===== config.mk =====
export PLATFORM = sky130hd
export DESIGN_NAME = ram_arbiter
export DESIGN_NICKNAME = d
export VERILOG_FILES = /design/src/rtl/ram_arbiter.sv
export SDC_FILE = /design/constraint.sdc
export NUM_CORES = 1
export LEC_CHECK = 0
export ABC_AREA = 1
export CAP_MARGIN = 20
export CORE_MARGIN = 2
export CORE_UTILIZATION = 30
export DETAILED_ROUTE_END_ITERATION = 6
export PLACE_DENSITY = 0.92
export SLEW_MARGIN = 40
export SYNTH_ARGS = -nofsm -noshare
export SYNTH_HDL_FRONTEND = slang
export SYNTH_SLANG_ARGS = --single-unit
export TNS_END_PERCENT = 5

===== constraint.sdc =====
create_clock -name clk -period 2.9 [get_ports clk]
set_input_delay 0.29 -clock clk [delete_from_list [all_inputs] [get_ports clk]]
set_output_delay 0.29 -clock clk [all_outputs]
set_load 0.1 [all_outputs]

===== src/rtl/ram_arbiter.sv =====
// ram_arbiter: shares the single program/data RAM between the CPU (fixed
// priority reads) and the program loader (valid/ready write beats).
// A saturating starvation counter lets a denied loader preempt the CPU, and
// a bounded burst counter hands the RAM back to the CPU after MAX_BURST
// consecutive loader beats. While the CPU is halted the loader is unbounded.
module ram_arbiter #(
  parameter int ADDR_W     = 4,
  parameter int DATA_W     = 8,
  parameter int MAX_BURST  = 4,
  parameter int STARVE_LIM = 3
) (
  input  logic              clk,
  input  logic              rst,
  // CPU read port
  input  logic              cpu_req,
  input  logic [ADDR_W-1:0] cpu_addr,
  input  logic              cpu_hlt,
  output logic              cpu_gnt,
  output logic              cpu_stall,
  output logic              cpu_rvalid,
  output logic [DATA_W-1:0] cpu_rdata,
  // Program loader write port
  input  logic              ld_valid,
  input  logic [ADDR_W-1:0] ld_addr,
  input  logic [DATA_W-1:0] ld_data,
  output logic              ld_ready,
  // RAM side
  output logic [ADDR_W-1:0] ram_addr,
  output logic              ram_we,
  output logic [DATA_W-1:0] ram_wdata,
  input  logic [DATA_W-1:0] ram_rdata
);

  localparam int SW = $clog2(STARVE_LIM + 1);
  localparam int BW = $clog2(MAX_BURST + 1);

  logic [SW-1:0] r_starve_cnt;
  logic [BW-1:0] r_burst_cnt;
  logic          r_cpu_rvalid;

  logic w_starved;
  logic w_in_burst;
  logic w_ld_win;

  // A burst in progress keeps the loader ahead of the CPU until it reaches
  // MAX_BURST beats; at the limit the CPU gets the next cycle.
  assign w_starved  = (r_starve_cnt == SW'(STARVE_LIM));
  assign w_in_burst = (r_burst_cnt != '0) && (r_burst_cnt < BW'(MAX_BURST));

  // Reset masks both grants so nothing is written or read during rst.
  assign w_ld_win = ld_valid & ~rst &
                    (~cpu_req | cpu_hlt | w_starved | w_in_burst);

  assign ld_ready   = w_ld_win;
  assign cpu_gnt    = cpu_req & ~w_ld_win & ~rst;
  assign cpu_stall  = cpu_req & ~cpu_gnt;
  assign cpu_rvalid = r_cpu_rvalid;
  assign cpu_rdata  = ram_rdata;

  // The loader drives the RAM only on a winning cycle; otherwise the CPU
  // address is presented as a read with the write data parked at zero.
  assign ram_addr  = w_ld_win ? ld_addr : cpu_addr;
  assign ram_we    = w_ld_win;
  assign ram_wdata = w_ld_win ? ld_data : '0;

  // Starvation counter: cleared on an accepted beat, counts denied beats.
  always_ff @(posedge clk) begin
    // NOTE: sequential state uses non-blocking assignments so every flop
    // samples the pre-edge values regardless of block ordering.
    if (rst) begin
      r_starve_cnt <= '0;
    end else if (w_ld_win) begin
      r_starve_cnt <= '0;
    end else if (ld_valid && !w_starved) begin
      r_starve_cnt <= r_starve_cnt + 1'b1;
    end
  end

  // Burst counter: consecutive accepted beats, saturating at MAX_BURST.
  always_ff @(posedge clk) begin
    if (rst) begin
      r_burst_cnt <= '0;
    end else if (w_ld_win) begin
      if (r_burst_cnt != BW'(MAX_BURST)) begin
        r_burst_cnt <= r_burst_cnt + 1'b1;
      end
    end else begin
      r_burst_cnt <= '0;
    end
  end

  // Read-valid tracks the synchronous RAM latency of one cycle.
  always_ff @(posedge clk) begin
    if (rst) begin
      r_cpu_rvalid <= 1'b0;
    end else begin
      r_cpu_rvalid <= cpu_gnt;
    end
  end

endmodule


Word level (Yosys, flattened, before mapping)
Index checks and enable logic that the tools add are counted.
{"block": "word_totals", "register_bits": 6, "in_bits": 29, "wordCells": 28}
{"block": "classes", "n_eq_ne": 2, "n_bitwise": 12, "n_reduce_logical": 6, "mux": 2, "order_cmp": 1, "add_sub_neg": 2}
{"op": "$mux 8", "n": 1}
{"op": "$and 1x1->1", "n": 5}
{"op": "$mux 4", "n": 1}
{"op": "$not 1->1", "n": 4}
{"op": "$reduce_or 2->1", "n": 2}
{"op": "$add 3x1->3 const B", "n": 1}
{"op": "$lt 3x3->1 const B", "n": 1}
{"op": "$ne 3x3->1 const B", "n": 1}
{"op": "$or 1x1->1", "n": 3}
{"op": "$reduce_bool 3->1", "n": 1}
{"op": "$add 2x1->2 const B", "n": 1}
{"op": "$eq 2x2->1 const B", "n": 1}
{"op": "$logic_and 1x1->1", "n": 2}
{"op": "$logic_not 1->1", "n": 1}

Longest topological paths before layout
{"block": "depth", "ltp_word": 10, "ltp_mapped": 9, "ltp_nobuf": 8}

Worst setup path after synthesis
No wires, ideal clock.
{"block": "synth_timing", "path_kind": "register to output", "startpoint": "register r_burst_cnt[0]", "endpoint": "output cpu_stall", "t_required_ns": 2.610, "arrival_time_ns": 2.374, "n_path_buf": 0, "path_stages_with_launch": 8, "slack_ns": 0.236, "cell_sequence": "dfxtp_1 > inv_1 > ha_1 > inv_1 > nand2_1 > nand3_2 > nand2_4 > a21oi_1"}
{"block": "synth_via", "elab_chain_len": 9, "word_cells_on_any_way": 10}
{"item": "start, declared", "line": "38", "rtl": "logic [BW-1:0] r_burst_cnt;"}
{"item": "start signal, assigned", "line": "85", "rtl": "r_burst_cnt <= r_burst_cnt + 1'b1;"}
{"item": "$lt 3x3->1 / $reduce_bool 3->1 (equally long branches)", "line": "48", "rtl": "assign w_in_burst = (r_burst_cnt != '0) && (r_burst_cnt < BW'(MAX_BURST));"}
{"item": "$logic_and 1x1->1 (*)", "line": "48"}
{"item": "$or 1x1->1 (*)", "line": "52", "rtl": "(~cpu_req | cpu_hlt | w_starved | w_in_burst);"}
{"item": "$and 1x1->1 (*)", "line": "51", "rtl": "assign w_ld_win = ld_valid & ~rst &"}
{"item": "$not 1->1 (no line) (*)"}
{"item": "$and 1x1->1 (*) (2 in a row)", "line": "55", "rtl": "assign cpu_gnt = cpu_req & ~w_ld_win & ~rst;"}
{"item": "$not 1->1 (*)", "line": "56", "rtl": "assign cpu_stall = cpu_req & ~cpu_gnt;"}
{"item": "$and 1x1->1 (*)", "line": "56"}
{"item": "end, declared", "line": "19", "rtl": "output logic cpu_stall,"}
Every way passes the cells marked *; elsewhere a longest branch is shown, timed or not.

Worst setup path in the final report
{"block": "layout_timing", "startpoint": "input cpu_req", "endpoint": "output cpu_gnt"}
{"block": "layout_via", "elab_chain_len": 8}
{"item": "start, declared", "line": "15", "rtl": "input logic cpu_req,"}
{"item": "$not 1->1", "line": "52"}
{"item": "$or 1x1->1 (3 in a row)", "line": "52"}
{"item": "$and 1x1->1", "line": "51"}
{"item": "$not 1->1 (no line)"}
{"item": "$and 1x1->1 (*) (2 in a row)", "line": "55"}
{"item": "end, declared", "line": "18", "rtl": "output logic cpu_gnt,"}
Marks and branches as above.

==> impl_metrics.json <==
{
  "hold_viol": 0,
  "grt_pass1_vias": 435,
  "finalPower_mw": 0.3496,
  "crit_path_end_kind": "output port",
  "drcViolationCount": 0,
  "synth_top_cells_by_area": "dfxtp_1 (23%), buf_4 (13%), inv_1 (13%)",
  "dp_hpwl_um": 1062,
  "peakVddDrop_uv": 317.5,
  "drt-total-wl_um": 1246,
  "wl_per_cell_um": 9.734,
  "drtPass1Iterations": 4,
  "ys_ff_latch": 6,
  "dpl.cell_count": 125,
  "ys_types": 14,
  "initial_core_util": 0.3126,
  "num-fill-cells": 174,
  "synth_seq_area_share": 0.2275,
  "yosys_warnings": 0,
  "tightest_slew_ps": 283.1,
  "grt_pass1_wl_um": 1593,
  "io_pins": 54,
  "min_path_type": "flop to flop",
  "final_cells": 128,
  "path_cells": "clkdlybuf4s50_1, inv_1, nor2_1, nand3_2, nand2_4, nand2_4, nor2_1, buf_4",
  "path_max_fanout": 18,
  "slowest_stage": "clkdlybuf4s50_1",
  "syn2layout_area_growth_pct": 54.74,
  "die_y_um": 45.95,
  "leakage_nw": 0.4459,
  "final_cell_mix": "clkdlybuf4s50_1 (20), inv_1 (18), buf_4 (17)",
  "track_usage": 0.1043,
  "fin_crit_sh": 0.7048,
  "critPathLaunchType": "primary input",
  "maxCapViolations": 0,
  "status": "completed",
  "wl_met3_um": 163,
  "cts_root_buffer": "clkbuf_4",
  "cpPeakStageDelay_ps": 450,
  "num_rows": 15,
  "design.core.area_um2": 1689,
  "rsz0062_at_grt": "false",
  "synth.largest_area_cell": "dfxtp_1",
  "synthCells": 81,
  "wl_met2_um": 621,
  "drive_gt1_frac": 0.2162,
  "finalWeightedCongestion": 0.6368,
  "cp_num_buf_inv": 3,
  "syn_area_per_cell_um2": 6.519,
  "r2r_setup_slack_ps": 1640,
  "max_clock_freq_mhz": 489.2,
  "min_period_ps": 2044,
  "slew_headroom": 0.8128,
  "vias_per_cell": 4.328,
  "worstSetupPathType": "primary input to output port",
  "antenna_found_initial": 0,
  "post-route-cell-area_um2": 817.0,
  "post_cts_buffers": 0,
  "cts_hold_buffers": 0,
  "timing.setup.tns_ps": 0,
  "die_area_um2": 2111,
  "crit_family": "buffers and inverters",
  "final-setup-viol-count": 0,
  "antenna_cells": 0,
  "cp.arrival_ps": 1750,
  "io_buffers": 37,
  "clock-sinks": 6,
  "synth_top_area_share": 0.2275,
  "grt.overflow.total": 0,
  "syn_nets": 113,
  "fin_nets": 145,
  "clkTransAtPathRegs_ps": 40,
  "required_ps": 2610,
  "die_w_um": 45.95,
  "drt_iter0_drc": 9,
  "clock_latency_ps": 240,
  "cts_buffers": 3,
  "final_common_cell": "clkdlybuf4s50_1",
  "dr_total_vias": 554,
  "drtAntennaViolNets": 0,
  "clockBufferDepth": 2,
  "netlist_area_um2": 528.0,
  "grt_max_degree": 19,
  "wl_met1_um": 446,
  "p_per_area_nw_per_um2": 427.8,
  "hold_slack_ps": 501.2,
  "fin_skew_ps": 3.728,
  "top_layer": "met4",
  "tritoncts": "yes",
  "cts_resized": 0,
  "slew_violations": 0,
  "cts_max_level": 1,
  "placed_area_um2": 794.5
}
-- worst paths after layout --
kind	cells after the start	from	endpoint
max	8	cpu_req	cpu_gnt
min	2	r_burst_cnt[1]	r_burst_cnt[1]
max reg2reg	8	r_burst_cnt[0]	cpu_rvalid
min reg2reg	2	r_burst_cnt[1]	r_burst_cnt[1]
-- kinds of logic after synthesis --
family	share of synthesized area
AOI/OAI and AO/OA	0.02843
xor gates and xnor gates	0.04977
adders and majority gates	0.07110
buffers and inverters	0.2843
DFF	0.2275
and+or+nand+nor	0.3389
-- per-stage QoR --
stage          setup slack, ps    util
4_1_cts                  848.2  0.4837
6_report                 856.0  0.4837
3_3_place_gp             901.2  0.4704
5_1_grt                  732.8  0.4837
3_5_place_dp             855.3  0.4704
2_1_floorplan            236.2       -
-- flip-flops by register name, indices dropped and copies added (netlist names) --
register / flops
r_burst_cnt: 3
r_starve_cnt: 2
cpu_rvalid: 1
-- power by group --
part	total, mW	internal (mW)	leakage [nW]	switching (mW)
Clock	0.0756	0.0467	0.0138	0.0289
Sequential	0.0898	0.0872	0.0491	0.00256
Combinational	0.184	0.0530	0.383	0.131
Total	0.350	0.187	0.446	0.163
-- worst min-delay path, stage by stage (launching register included) --
cell,delay [ps]
dfxtp_1,320
nand3_1,70
a21oi_1,60
-- synth_stat cells --
master,n
buf_8,1
nand3_1,6
nand2_1,14
buf_4,9
xor2_1,2
nor2_4,1
nand3_2,1
ha_1,3
nor2_1,14
inv_1,18
nand2_4,2
a21oi_1,3
dfxtp_1,6
xnor2_1,1
-- layer usage --
layer	vias to the layer above	track usage
met1	225	0.09670
met3	4	0.04365
met4	0	0.03429
met2	36	0.2000
met5	-	0
li1	289	-
-- final cells by class --
class / instances / area [um^2] / share of cell area
repair buffers: 37 / 327.8 / 0.4012
multi-input cells: 47 / 257.7 / 0.3155
flip-flops and latches: 6 / 120.1 / 0.1470
inverters: 18 / 67.56 / 0.08270
clock buffers: 3 / 22.52 / 0.02757
well taps: 17 / 21.27 / 0.02603
(Power assumes the default switching activity.)
